<file path="src/rtl/instr_encoder_if.sv">
// instr_encoder_if: request/response bus between a producer and the instruction encoder
interface instr_encoder_if;
    logic        in_valid;
    logic        in_ready;
    logic [31:0] ctrl;
    logic [12:0] operand;
    logic        out_valid;
    logic        out_ready;
    logic [15:0] out_word;
    logic        err;
    logic [7:0]  err_count;
    logic [3:0]  level;

    modport master (
        output in_valid, ctrl, operand, out_ready,
        input  in_ready, out_valid, out_word, err, err_count, level
    );

    modport slave (
        input  in_valid, ctrl, operand, out_ready,
        output in_ready, out_valid, out_word, err, err_count, level
    );
endinterface

</file>
<file path="src/rtl/instr_encoder.sv">
// instr_encoder: one-hot control vector to 16-bit instruction word, buffered in a small output FIFO
module instr_encoder #(
    parameter int DEPTH = 4
) (
    input logic           clk,
    input logic           rst_n,
    instr_encoder_if.slave bus
);
    localparam int PW = $clog2(DEPTH);
    localparam logic [3:0] DEPTH_L = 4'(DEPTH);

    // element 31 (first listed) is ADD, element 0 is GEQ, matching ctrl bit order
    localparam logic [31:0][15:0] BASE = {
        16'h0000, 16'h0200, 16'h0400, 16'h0600, 16'h0800, 16'h0A00, 16'h0C00, 16'h0E00,
        16'h1000, 16'h1800, 16'h2000, 16'h3000, 16'h3800, 16'h3C00, 16'h4000, 16'h5000,
        16'h7080, 16'h70C0, 16'h7100, 16'h7108, 16'h7400, 16'h7500, 16'h7508, 16'h7600,
        16'h7700, 16'h7708, 16'h7800, 16'h7C00, 16'h8000, 16'hA000, 16'hC000, 16'hE000
    };
    localparam logic [31:0][15:0] MASK = {
        16'h01FF, 16'h01FF, 16'h01FF, 16'h01FF, 16'h01FF, 16'h01FF, 16'h01FF, 16'h01FF,
        16'h07FF, 16'h07FF, 16'h0FFF, 16'h07FF, 16'h03FF, 16'h03FF, 16'h0FFF, 16'h0FFF,
        16'h003F, 16'h003F, 16'h0007, 16'h0007, 16'h0007, 16'h0007, 16'h0007, 16'h0007,
        16'h0007, 16'h0007, 16'h03FF, 16'h03FF, 16'h1FFF, 16'h1FFF, 16'h1FFF, 16'h1FFF
    };

    logic [15:0]   mem_q [DEPTH];
    logic [15:0]   mem_d [DEPTH];
    logic [PW-1:0] wr_ptr_q, wr_ptr_d, rd_ptr_q, rd_ptr_d;
    logic [3:0]    level_q, level_d;
    logic          err_q, err_d;
    logic [7:0]    err_count_q, err_count_d;
    logic          legal, accept, push, pop;
    logic [15:0]   base, mask, enc;

    assign bus.in_ready  = level_q < DEPTH_L;
    assign bus.out_valid = level_q != 4'd0;
    assign bus.out_word  = mem_q[rd_ptr_q];
    assign bus.err       = err_q;
    assign bus.err_count = err_count_q;
    assign bus.level     = level_q;

    // one-hot legality check and table-driven encoding (OR-reduce is exact for one-hot ctrl)
    always_comb begin
        base = '0;
        mask = '0;
        for (int i = 0; i < 32; i++) begin
            base = base | (bus.ctrl[i] ? BASE[i] : 16'h0000);
            mask = mask | (bus.ctrl[i] ? MASK[i] : 16'h0000);
        end
        legal = (bus.ctrl != 32'd0) && ((bus.ctrl & (bus.ctrl - 32'd1)) == 32'd0);
        enc   = base | ({3'b000, bus.operand} & mask);
    end

    // handshake, FIFO pointers/occupancy and error counter next state
    always_comb begin
        accept   = bus.in_valid && bus.in_ready;
        push     = accept && legal;
        pop      = (level_q != 4'd0) && bus.out_ready;
        mem_d    = mem_q;
        if (push) mem_d[wr_ptr_q] = enc;
        wr_ptr_d = push ? wr_ptr_q + PW'(1) : wr_ptr_q;
        rd_ptr_d = pop ? rd_ptr_q + PW'(1) : rd_ptr_q;
        level_d  = level_q + {3'b000, push} - {3'b000, pop};
        err_d    = accept && !legal;
        err_count_d = (err_d && err_count_q != 8'hFF) ? err_count_q + 8'd1 : err_count_q;
    end

    // state registers, reset discards FIFO contents immediately
    always_ff @(posedge clk or negedge rst_n) begin
        if (!rst_n) begin
            for (int i = 0; i < DEPTH; i++) mem_q[i] <= '0;
            wr_ptr_q    <= '0;
            rd_ptr_q    <= '0;
            level_q     <= '0;
            err_q       <= 1'b0;
            err_count_q <= '0;
        end else begin
            mem_q       <= mem_d;
            wr_ptr_q    <= wr_ptr_d;
            rd_ptr_q    <= rd_ptr_d;
            level_q     <= level_d;
            err_q       <= err_d;
            err_count_q <= err_count_d;
        end
    end
endmodule

</file>
<file path="src/flat_wrapper.sv">
// flat-port wrapper written by rule: the top's interface ports become plain ports
module instr_encoder_flat 
#(
    parameter int DEPTH = 4
)
  (clk, rst_n, bus_in_valid, bus_ctrl, bus_operand, bus_out_ready, bus_in_ready, bus_out_valid, bus_out_word, bus_err, bus_err_count, bus_level);
  instr_encoder_if bus_i ();
  input logic clk;
  input logic rst_n;
  input wire logic [$bits(bus_i.in_valid)-1:0] bus_in_valid;
  input wire logic [$bits(bus_i.ctrl)-1:0] bus_ctrl;
  input wire logic [$bits(bus_i.operand)-1:0] bus_operand;
  input wire logic [$bits(bus_i.out_ready)-1:0] bus_out_ready;
  output wire logic [$bits(bus_i.in_ready)-1:0] bus_in_ready;
  output wire logic [$bits(bus_i.out_valid)-1:0] bus_out_valid;
  output wire logic [$bits(bus_i.out_word)-1:0] bus_out_word;
  output wire logic [$bits(bus_i.err)-1:0] bus_err;
  output wire logic [$bits(bus_i.err_count)-1:0] bus_err_count;
  output wire logic [$bits(bus_i.level)-1:0] bus_level;
  assign bus_i.in_valid = bus_in_valid;
  assign bus_i.ctrl = bus_ctrl;
  assign bus_i.operand = bus_operand;
  assign bus_i.out_ready = bus_out_ready;
  assign bus_in_ready = bus_i.in_ready;
  assign bus_out_valid = bus_i.out_valid;
  assign bus_out_word = bus_i.out_word;
  assign bus_err = bus_i.err;
  assign bus_err_count = bus_i.err_count;
  assign bus_level = bus_i.level;
  instr_encoder #(.DEPTH(DEPTH)) u_core (.clk(clk), .rst_n(rst_n), .bus(bus_i));
endmodule
</file>
<file path="config.mk">
export PLATFORM = sky130hd
export DESIGN_NAME = instr_encoder_flat
export DESIGN_NICKNAME = d
export VERILOG_FILES = /design/src/rtl/instr_encoder_if.sv /design/src/rtl/instr_encoder.sv /design/src/flat_wrapper.sv
export SDC_FILE = /design/constraint.sdc
export NUM_CORES = 1
export LEC_CHECK = 0
export ABC_AREA = 1
export CAP_MARGIN = 20
export CORE_UTILIZATION = 51
export CTS_BUF_LIST = sky130_fd_sc_hd__clkbuf_8
export CTS_CLUSTER_DIAMETER = 150
export CTS_CLUSTER_SIZE = 12
export DETAILED_ROUTE_END_ITERATION = 10
export MAX_ROUTING_LAYER = met4
export PLACE_DENSITY = 0.77
export SYNTH_ARGS = -nofsm -noshare
export SYNTH_HDL_FRONTEND = slang
export SYNTH_SLANG_ARGS = --single-unit
</file>
<file path="constraint.sdc">
create_clock -name clk -period 2.2 [get_ports clk]
set_input_delay 0.44 -clock clk [delete_from_list [all_inputs] [get_ports clk]]
set_output_delay 0.44 -clock clk [all_outputs]
set_load 0.01 [all_outputs]
</file>
After elaboration in Yosys (flattened, before gate mapping)
Cells that the tools add are included.

Register bits after elaboration: 81. Latch bits: 0. Bits in writable memories: 0. ROM bits: 0. Input port bits: 49. Logic and storage cells: 166. Memories kept: 0.

Add/subtract/negate cells: 6. $mul: 0. Div/mod/pow operators: 0. Magnitude comparators: 4. Equal/unequal tests: 1. Shifts and indexed selects: 0. Mux-type cells: 69. Bitwise gates (word level): 66. Reduce and logical (&&, ||, !) cells: 11.

Operators by type and width (number): 16-bit bitwise OR (62); 15-bit two-way mux (14); 16-bit two-way mux (7); 12-bit two-way mux (7); 13-bit two-way mux (6); 9-bit two-way mux (8); 64-bit bitwise mux (1); 14-bit two-way mux (4); 11-bit two-way mux (5); 10-bit two-way mux (5); 32-bit AND (1); 16-bit binary-select mux with 2-bit select (1); 16-bit demux with 2-bit select (1); 32-bit logical NOT (1); 32-bit nonzero test (1); 32-bit by 1-bit subtractor with 32-bit output (second input constant) (1); 3-bit two-way mux (8); 13-bit by 16-bit AND with 16-bit output (1); 6-bit two-way mux (2); 8-bit by 1-bit adder with 8-bit output (second input constant) (1); 8-bit != test (second input constant) (1); 1-bit logical AND (7); 3-bit >= comparator (second input constant) (2); 2-bit inverter with 3-bit output (2); 7 further kinds (8).

Longest topological paths before layout
Gate-level depths: netlist of the first run.

Depth in word-level cells: 35. Mapped depth: 18. Mapped depth without buffers: 17.

Worst setup path after synthesis of the first run
Ideal clock, no wire load.

Kind: input-to-reg. From: input bus_ctrl[1]. To: register u_core.level_q[2], in the netlist u_core.bus.level[2]. Library setup time: 0.124 ns. Arrival: 2.443 ns. Required time: 2.076 ns. Path slack: -0.367 ns. Stages on the path: 16. Path buffers: 1. Path through: nor2_4 > nand2_4 > nor2_4 > nand3_2 > nor2_1 > inv_1 > o21ai_0 > nor2_1 > nand2_1 > nor2_4 > buf_6 > nand2_1 > inv_1 > ha_1 > fa_1 > xor2_1.

Cells in the longest elaborated chain, start to end: 7. Elaborated cells on any way between the ends: 8. Those cells by class: 3 x add/sub; 1 x bitwise; 4 x reduce/logical.

RTL lines: from (decl) (RTL line flat_wrapper.sv:11) `input wire logic [$bits(bus_i.ctrl)-1:0] bus_ctrl;`; 32-bit by 1-bit subtractor with 32-bit output (RTL line instr_encoder.sv:50) `legal = (bus.ctrl != 32'd0) && ((bus.ctrl & (bus.ctrl - 32'd1)) == 32'd0);`; 32-bit AND (RTL line instr_encoder.sv:50); 32-bit logical NOT (RTL line instr_encoder.sv:50); 1-bit logical AND * (RTL line instr_encoder.sv:50); 1-bit logical AND * (RTL line instr_encoder.sv:57) `push = accept && legal;`; named net u_core.push (RTL line instr_encoder.sv:32) `logic legal, accept, push, pop;`; 4-bit by 1-bit adder with 4-bit output * (RTL line instr_encoder.sv:63) `level_d = level_q + {3'b000, push} - {3'b000, pop};`; 4-bit by 1-bit subtractor with 4-bit output * (RTL line instr_encoder.sv:63); named net u_core.level_d[2] (RTL line instr_encoder.sv:29) `logic [3:0] level_q, level_d;`; to (signal assigned) (RTL line instr_encoder.sv:81) `level_q <= level_d;`; to (decl) (RTL line instr_encoder.sv:29).

Mark *: on every way through the listed nets, which the timed path passes. The rest lies on a longest branch. A chain may end at the register's enable or synchronous reset.

Worst setup path in the final report of the first run
From: input bus_ctrl[9]. To: register u_core.level_q[1], in the netlist u_core.bus.level[1].

Same word-level chain as after synthesis.

==> out/qor.yml, run 1 <==
timing:
  hold_violations: 9
  rsz0062_at_grt: "yes"
  slew_violations: 0
  fin_hold_ws_ps: -4.15
  period_needed_ps: 2360
  fin_worst_skew_ps: 6.99
  fmax_ghz: 0.425
  relSlewSlack_pct: 72.5
  worst_slew_pin_slew_ps: 412
  timing.final.ws_setup_ps: -155
  setup_viol: 57
  period_share_pct: 107
finish:
  finalNonFillerCells: 1047
  diodes: 0
  final_cell_area_sq_um: 8090
  drive_above_1_share_pct: 38.7
  syn_to_final_growth_pct: 55.2
  final_nets: 969
  mostFrequentLayoutCells: "nand2_1, buf_4, dfrtp_1"
  final_common_cell: "nand2_1"
  n_fill_cell: 599
clocking:
  cts_sinks: 81
  htreeDepth: 3
  clkTransAtPathRegs_ps: 90
  numCtsBuffers: 9
  clkLatencyLatePin_ps: 370
  clock-root-buffer: "clkbuf_8"
  clockBufferDepth: 2
  cts_tree: "done"
global_route:
  overflow: 0
  grt_first_pass_wirelength_um: 30700
  grt_pass1_vias: 6027
  grt_max_degree: 49
  antenna_found_initial: 0
  grt_usage_pct: 40.2
placed_design:
  place_hpwl_um: 12200
  place_area_sq_um: 6800
  place.gp.congestion: 1.02
  portBuffers: 79
  dp.cells: 988
logic_synthesis:
  ys_async_sr_fraction_pct: 100
  synth.top_cell.area_share_pct: 38.9
  yosys_warnings: 0
  synth_seq_cells: 81
  synth.largest_area_cell: "dfrtp_1"
  synthDistinctLibCells: 32
  synth_edf_count: 0
  syn_nets: 790
  synth_cells: 730
  synth_ff_type: "dfrtp_1"
  synth.area.top_cells: "dfrtp_1, nand2_1, nand4_1"
  netlist_area_sq_um: 5220
  ys_seq_area_share_pct: 38.9
  postSynthAreaPerCell_sq_um: 7.15
routing:
  drtAntennaViolNets: 0
  vias: 6319
  viasPerCell: 6.04
  drc: 0
  wl_um: 21000
  drt-wirelength-per-cell_um: 20.0
  dr.pass1.iters: 5
  drtIter0Drc: 654
power:
  powerDensity_nw_per_um2: 679
  vdd_drop_max_mv: 0.962
  leakage_nw: 3.99
  finalPower_mw: 5.50
die:
  start_util_pct: 52.9
  core_sq_um: 9860
  die_area_sq_um: 10600
  die_x_um: 103
  die_h_um: 103
  pin_count: 80
  num_rows: 36
setup_path:
  crit_chain: "clkdlybuf4s15_2 > nor2_4 > nand2_4 > nor2_2 > nand2_1 > nand2_1 > nand2_1 > nor2_1 > nand2_1 > nor2_1 > nand2_2 > nor2_4 > nand2_4 > inv_4 > ha_4 > fa_2"
  worstSetupStartpointType: "input pin"
  critical_path_class: "in -> reg"
  reg2reg_slack_ps: -20
  r2r-end: "u_core.bus.level[2]$_DFF_PN0_"
  crit_family: "simple AND/OR/NAND/NOR gates"
  cp.required_ps: 2440
  crit_top_cell: "nand2_1"
  path_max_fanout: 3
  startpoint: "bus_ctrl[9]"
  r2r-start: "u_core.bus.level[2]$_DFF_PN0_"
  cp_slowest_cell: "fa_2"
  cp-end-kind: "flop"
  arrival_ps: 2600
  slowest_delay_ps: 460
  cp_num_buf_inv: 2
  r2r_cells: 9
run:
  drv_cap: 0
status:
  run_status: "complete, but fails checks"
  violations: "negative hold slack, negative setup slack"
min_path:
  min_path_type: "in -> async"
-- synthesized netlist by cell type, drive strengths merged, types with 3 or more instances --
library cell / count
xor2: 8
buf: 13
inv: 45
nand3: 23
ha: 10
clkbuf: 23
nor2: 124
nand2: 246
clkinv: 3
o21ai: 41
nor3: 5
nand4: 82
o22ai: 16
dfrtp: 81
-- metal layers --
metal	GRT usage, %	part of all wire (%)
met1	46.7	36
met2	65.5	48
met3	8.61	9.7
met4	20.4	6.6
met5	-	0
-- final cells by class --
class	instances	area (sq um)	area share [%]
well taps	133	166	2.06
multi-input cells	566	3560	43.9
flip-flops and latches	81	2030	25.0
clock inverters	7	78.8	0.974
repair buffers	203	1960	24.2
clock buffers	9	124	1.53
inverters	48	186	2.30
-- flip-flops by register name (all words and copies together), names as in the netlist --
signal and flops:
u_core.bus.err 1, u_core.bus.err_count 8, u_core.bus.level 4, u_core.mem_q 64, u_core.rd_ptr_q 2, u_core.wr_ptr_q 2
-- stage by stage --
step	hold slack, ps	utilization, %	setup slack, ps	TNS [ps]
finish	-4.15	82.1	-155	-3160
global route	2.17	82.1	-251	-9900
CTS	3.41	78.9	-37.0	-278
detailed placement	397	68.9	-899	-58270
global placement	394	68.9	-834	-56100
floorplan	144	-	-200	-363
-- what timing repair did --
action	CTS	global route
hold buffers	0	0
setup buffers	34	5
pin swaps	74	41
cloned	6	1
setup endpoints to repair	95	87
resized for setup	222	129
-- worst max-delay path by stage --
stage	endpoint	cells past startpoint
detailed placement	u_core.bus.level[1]$_DFF_PN0_	16
finish	u_core.bus.level[1]$_DFF_PN0_	16
CTS	u_core.bus.level[1]$_DFF_PN0_	16
floorplan	u_core.bus.level[1]$_DFF_PN0_	16
global route	u_core.bus.level[1]$_DFF_PN0_	18
global placement	u_core.bus.level[1]$_DFF_PN0_	16
-- power by group --
group | leakage (nW) | switching (mW) | internal [mW]
registers | 1.11 | 0.0838 | 1.58
clock network | 0.0977 | 0.618 | 0.536
logic | 2.78 | 1.51 | 1.16
total | 3.99 | 2.22 | 3.28
-- cells by family after synthesis --
group,count (synthesis),share of synthesized area [%]
and+or+nand+nor,485,43.4
buffers and inverters,84,7.15
AOI/OAI and AO/OA,59,6.09
xor gates and xnor gates,10,1.68
adders and majority gates,11,2.78
DFF,81,38.9
(Power assumes the default switching activity.)
==> run 2: changes to the inputs <==
--- a/config.mk
+++ b/config.mk
@@ -8,7 +8,7 @@
 export ABC_AREA = 1
 export CAP_MARGIN = 20
 export CORE_UTILIZATION = 51
-export CTS_BUF_LIST = sky130_fd_sc_hd__clkbuf_8
+export CTS_BUF_LIST = sky130_fd_sc_hd__clkbuf_4 sky130_fd_sc_hd__clkbuf_8
 export CTS_CLUSTER_DIAMETER = 150
 export CTS_CLUSTER_SIZE = 12
 export DETAILED_ROUTE_END_ITERATION = 10
==> results of run 2 <==
Final layout, timing and power as in run 1 (identical DEF).
==> run 3: changes to the inputs <==
--- a/config.mk
+++ b/config.mk
@@ -6,7 +6,7 @@
 export NUM_CORES = 1
 export LEC_CHECK = 0
 export ABC_AREA = 1
-export CAP_MARGIN = 20
+export CAP_MARGIN = 30
 export CORE_UTILIZATION = 51
 export CTS_BUF_LIST = sky130_fd_sc_hd__clkbuf_4 sky130_fd_sc_hd__clkbuf_8
 export CTS_CLUSTER_DIAMETER = 150
==> results of run 3 <==
Final layout, timing and power as in run 1 (identical DEF).
